[config.mk]
export PLATFORM = sky130hd
export DESIGN_NAME = textlcd_ctrl
export DESIGN_NICKNAME = d
export VERILOG_FILES = /design/src/rtl/textlcd_ctrl.sv
export SDC_FILE = /design/constraint.sdc
export NUM_CORES = 1
export LEC_CHECK = 0
export ABC_AREA = 1
export CAP_MARGIN = 15
export CORE_ASPECT_RATIO = 1.75
export CORE_MARGIN = 4
export CORE_UTILIZATION = 50
export CTS_CLUSTER_DIAMETER = 150
export DETAILED_ROUTE_END_ITERATION = 10
export MAX_ROUTING_LAYER = met4
export PLACE_DENSITY = 0.85
export REMOVE_ABC_BUFFERS = 1
export SYNTH_ARGS = -nofsm -noshare
export SYNTH_HDL_FRONTEND = slang
export SYNTH_SLANG_ARGS = --single-unit
[constraint.sdc]
create_clock -name ACLK -period 5.6 [get_ports ACLK]
set_input_delay 1.12 -clock ACLK [delete_from_list [all_inputs] [get_ports ACLK]]
set_output_delay 1.12 -clock ACLK [all_outputs]
set_load 0.02 [all_outputs]
[src/rtl/textlcd_ctrl.sv]
// textlcd_ctrl: HD44780-style 8-bit parallel LCD write sequencer.
// Runs the power-up init on its own, then writes one byte per handshake.
module textlcd_ctrl #(
    parameter int CNT_W   = 20,
    parameter int T_PWRUP = 750000,
    parameter int T_SETUP = 2,
    parameter int T_EPW   = 12,
    parameter int T_HOLD  = 2,
    parameter int T_CMD   = 2000,
    parameter int T_CLR   = 82000
) (
    input  logic       ACLK,
    input  logic       ARESET,
    input  logic       req_valid,
    output logic       req_ready,
    input  logic       req_rs,
    input  logic [7:0] req_data,
    output logic       init_done,
    output logic       busy,
    output logic       lcd_rs,
    output logic       lcd_rw,
    output logic       lcd_e,
    output logic [7:0] lcd_data
);

    typedef enum logic [2:0] {
        PWRUP,
        INIT_LOAD,
        SETUP,
        EHIGH,
        HOLD,
        WAIT,
        IDLE
    } state_t;

    state_t           state;
    state_t           state_n;
    logic [CNT_W-1:0] cnt;
    logic [CNT_W-1:0] cnt_n;
    logic [CNT_W-1:0] lim;
    logic [1:0]       idx;
    logic [1:0]       idx_n;
    logic             done_n;
    logic             load_init;
    logic             load_req;
    logic             is_clr;
    logic             at_end;
    logic [7:0]       init_byte;

    // Power-up command table, walked in order by idx
    always_comb begin
        case (idx)
            2'd0:    init_byte = 8'h38;
            2'd1:    init_byte = 8'h0C;
            2'd2:    init_byte = 8'h01;
            default: init_byte = 8'h06;
        endcase
    end

    // Clear (0x01) and home (0x02/0x03) need the long execution wait
    assign is_clr = !lcd_rs
                 && (lcd_data[7:2] == 6'd0)
                 && (lcd_data != 8'd0);

    // Terminal count of the shared counter for the current state
    always_comb begin
        lim = '0;
        case (state)
            PWRUP: lim = CNT_W'(T_PWRUP - 1);
            SETUP: lim = CNT_W'(T_SETUP - 1);
            EHIGH: lim = CNT_W'(T_EPW - 1);
            HOLD:  lim = CNT_W'(T_HOLD - 1);
            WAIT:  lim = is_clr ? CNT_W'(T_CLR - 1)
                                : CNT_W'(T_CMD - 1);
            default: lim = '0;
        endcase
    end

    assign at_end = (cnt == lim);

    // Next-state, counter and load decisions
    always_comb begin
        state_n   = state;
        idx_n     = idx;
        done_n    = init_done;
        load_init = 1'b0;
        load_req  = 1'b0;
        cnt_n     = cnt + CNT_W'(1);
        case (state)
            PWRUP: begin
                if (at_end) state_n = INIT_LOAD;
            end
            INIT_LOAD: begin
                load_init = 1'b1;
                state_n   = SETUP;
            end
            SETUP: begin
                if (at_end) state_n = EHIGH;
            end
            EHIGH: begin
                if (at_end) state_n = HOLD;
            end
            HOLD: begin
                if (at_end) state_n = WAIT;
            end
            WAIT: begin
                if (at_end) begin
                    if (init_done) begin
                        state_n = IDLE;
                    end else if (idx == 2'd3) begin
                        done_n  = 1'b1;
                        state_n = IDLE;
                    end else begin
                        idx_n   = idx + 2'd1;
                        state_n = INIT_LOAD;
                    end
                end
            end
            IDLE: begin
                if (req_valid) begin
                    load_req = 1'b1;
                    state_n  = SETUP;
                end
            end
            default: state_n = PWRUP;
        endcase
        if (state_n != state || state == IDLE) cnt_n = '0;
    end

    // State, counter and registered LCD pin drivers
    always_ff @(posedge ACLK) begin
        if (ARESET) begin
            state     <= PWRUP;
            cnt       <= '0;
            idx       <= '0;
            init_done <= 1'b0;
            lcd_e     <= 1'b0;
            lcd_rs    <= 1'b0;
            lcd_data  <= '0;
        end else begin
            state     <= state_n;
            cnt       <= cnt_n;
            idx       <= idx_n;
            init_done <= done_n;
            lcd_e     <= (state_n == EHIGH);
            if (load_init) begin
                lcd_rs   <= 1'b0;
                lcd_data <= init_byte;
            end else if (load_req) begin
                lcd_rs   <= req_rs;
                lcd_data <= req_data;
            end
        end
    end

    assign req_ready = (state == IDLE);
    assign busy      = ~req_ready;
    assign lcd_rw    = 1'b0;

endmodule

==> impl_metrics.tcl <==
set metrics [dict create \
    status "completed" \
    die_w_um 57.5 \
    dieArea_mm2 0.00544 \
    critPathMaxFanout 8 \
    fp-row-count 31 \
    drtPass1Iterations 4 \
    netSwitchingPower_mw 0.110 \
    pre_cts_slack_ns 2.46 \
    drv_cap 0 \
    antenna_cells 0 \
    maxSlewHeadroom 0.592 \
    synth_top_area_share 0.336 \
    ys.warnings.count 0 \
    die_h_um 94.6 \
    fp.coreArea_mm2 0.00415 \
    setup-violations-final 0 \
    critPathKind "flop to output pin" \
    clk_pin_slew_ns 0.07 \
    post-route-util 0.606 \
    fin_ws_ns 2.68 \
    antenna_found_initial 0 \
    hold_viol 0 \
    crit_buf_inv 3 \
    rsz0062_at_grt "no" \
    synth-edff-count 0 \
    clk_path_buf_depth 2 \
    cts-buffers-inserted 5 \
    yosysUniqueCellTypes 30 \
    critPathLaunchType "flop" \
    ys_seq_area_frac 0.336 \
    min_period_ns 2.92 \
    r2r_cells 12 \
    hp-class "flop to flop" \
    drt_wl_total_um 4690 \
    synth.area.top_cells "dfxtp_1 34%, nand2_1 13%, inv_1 7.2%, nor2_2 7.0%, nand3_1 6.5%" \
    slowest_stage "clkdlybuf4s50_1" \
    grt_max_degree 21 \
    first_global_vias 2034 \
    floorplan.initialDensity 0.516 \
    clk-insertion-delay-late_ns 0.29 \
    finalCritPeriodShare 0.522 \
    leakagePower_nw 1.00 \
    fin_area_mm2 0.00251 \
    cts_tree "yes" \
    cts_resized 0 \
    crit_path_max_incr_delay_ns 0.62 \
    timing.setup.tns_ns 0 \
    hold_depth 2 \
    syn_to_final_growth_pct 17.3 \
    arrival_ns 1.80 \
    p_per_area_mw_per_mm2 203 \
    skew_ns 0.00730 \
    htreeDepth 2 \
    dp.cells 382 \
    p_comb_frac 0.044 \
    crit_chain "nor2_1 > inv_1 > nor2_1 > inv_1 > clkdlybuf4s50_1" \
    cts_root_buf "clkbuf_8" \
    syn_area_mm2 0.00214 \
    seq_power_share 0.509 \
    final_cell_count_no_fill 390 \
    required_ns 4.48 \
    drc_errors 0 \
    viasPerCell 5.15 \
    p_total_mw 0.511 \
    synth_top_area_cell "dfxtp_1" \
    drive_above_1_share 0.126 \
    synth-async-reset-ratio 0 \
    p_clk_frac 0.447 \
    grt_overflow 0 \
    grt_use_total 0.194 \
    drt_iter0_markers 65 \
    wire_per_inst_um 12.0 \
    nets 358 \
    swShare 0.216 \
    drv_slew 0 \
    syn-instance-count 314 \
    yosysMostFrequentCell "nand2_1" \
    synth_seq_cells 36 \
    worst_path_dominant_cell_family "buffers and inverters" \
    port_buffers 24 \
    max_freq_ghz 0.342 \
    dpl.hpwl_um 3630 \
    synthFlopType "dfxtp_1" \
    cts_sinks 36 \
    dpl_cell_area_mm2 0.00240 \
    cp.depth 5 \
    grt_pass1_wl_um 8090 \
    vias 2008 \
    tightest_slew_ns 0.611 \
    p_int_mw 0.401 \
    irDropWorstVdd_mv 0.191 \
    end_kind "output pin" \
    postCtsHoldBufs 0 \
    gp_congestion 0.857 \
    synth_common_cells "72 x nand2_1, 41 x inv_1, 36 x dfxtp_1" \
    ant_nets 0 \
    post_cts_buffers 0 \
    hold_ws_ns 0.493 \
    avgSynthCellArea_um2 6.83 \
    io_pins 26 \
]
==> worst min-delay path, delay by kind of cell, from the launching register on <==
family,cells,cell delay (ns)
compound gates,1,0.05
flops,1,0.33
simple gates,1,0.06
==> power by group through the flow <==
stage	Sequential (mW)	Clock [mW]	Combinational, mW
floorplan	0.266	0	0.0121
global placement	0.266	0	0.0221
detailed placement	0.266	0	0.0227
CTS	0.260	0.233	0.0228
global route	0.261	0.242	0.0253
finish	0.260	0.228	0.0224
==> final timing paths <==
kind,startpoint,to,slack [ns]
min reg2reg,lcd_data[7]$_SDFFE_PP0P_,lcd_data[7]$_SDFFE_PP0P_,0.49
max,state[0]$_SDFF_PP0_,busy,2.68
max reg2reg,state[0]$_SDFF_PP0_,cnt[4]$_SDFF_PP0_,2.75
min,lcd_data[7]$_SDFFE_PP0P_,lcd_data[7]$_SDFFE_PP0P_,0.49
==> cell type report <==
| type | count | area [µm²] |
|---|---|---|
| repair buffers | 24 | 240 |
| fillers | 366 | 1640 |
| clock buffers | 5 | 68.8 |
| multi-input cells | 229 | 1220 |
| inverters | 44 | 165 |
| flip-flops and latches | 36 | 721 |
| well taps | 49 | 61.3 |
| clock inverters | 3 | 42.5 |
==> per-layer routing <==
layer  up-vias  GRT usage  part of all wire
met5         -          -                 0
met4         0     0.0851             0.027
met3        12     0.0315             0.030
met2        51      0.381              0.56
met1       917      0.173              0.38
li1       1028          -                 -
==> cell families after synthesis <==
family          Yosys count  share of synthesized area
simple gates            175                      0.381
other cells               1                    0.00175
buf+inv                  49                     0.0963
xor+xnor                 18                     0.0736
fa+ha+maj                 6                     0.0350
compound gates           29                     0.0759
flops                    36                      0.336
==> registers in the layout (all words and copies together), names as in the netlist <==
| name | flops |
|---|---|
| lcd_e | 1 |
| lcd_rs | 1 |
| init_done | 1 |
| cnt | 20 |
| idx | 2 |
| lcd_data | 8 |
| state | 3 |
==> layout by cell type (no fill, tap or decap), drive strengths merged <==
cell type,count
a21oi,10
o211ai,2
xnor2,6
nand3b,2
inv,44
bufinv,1
nand2,75
xor2,12
clkdlybuf4s50,24
clkbuf,5
ha,6
nor2,59
a211oi,1
conb,1
clkinvlp,1
o21ai,12
nor4,1
clkinv,1
o21bai,1
nand4,2
nor3,5
dfxtp,36
nand3,31
a31oi,3
Power figures use the tool's default switching activity.
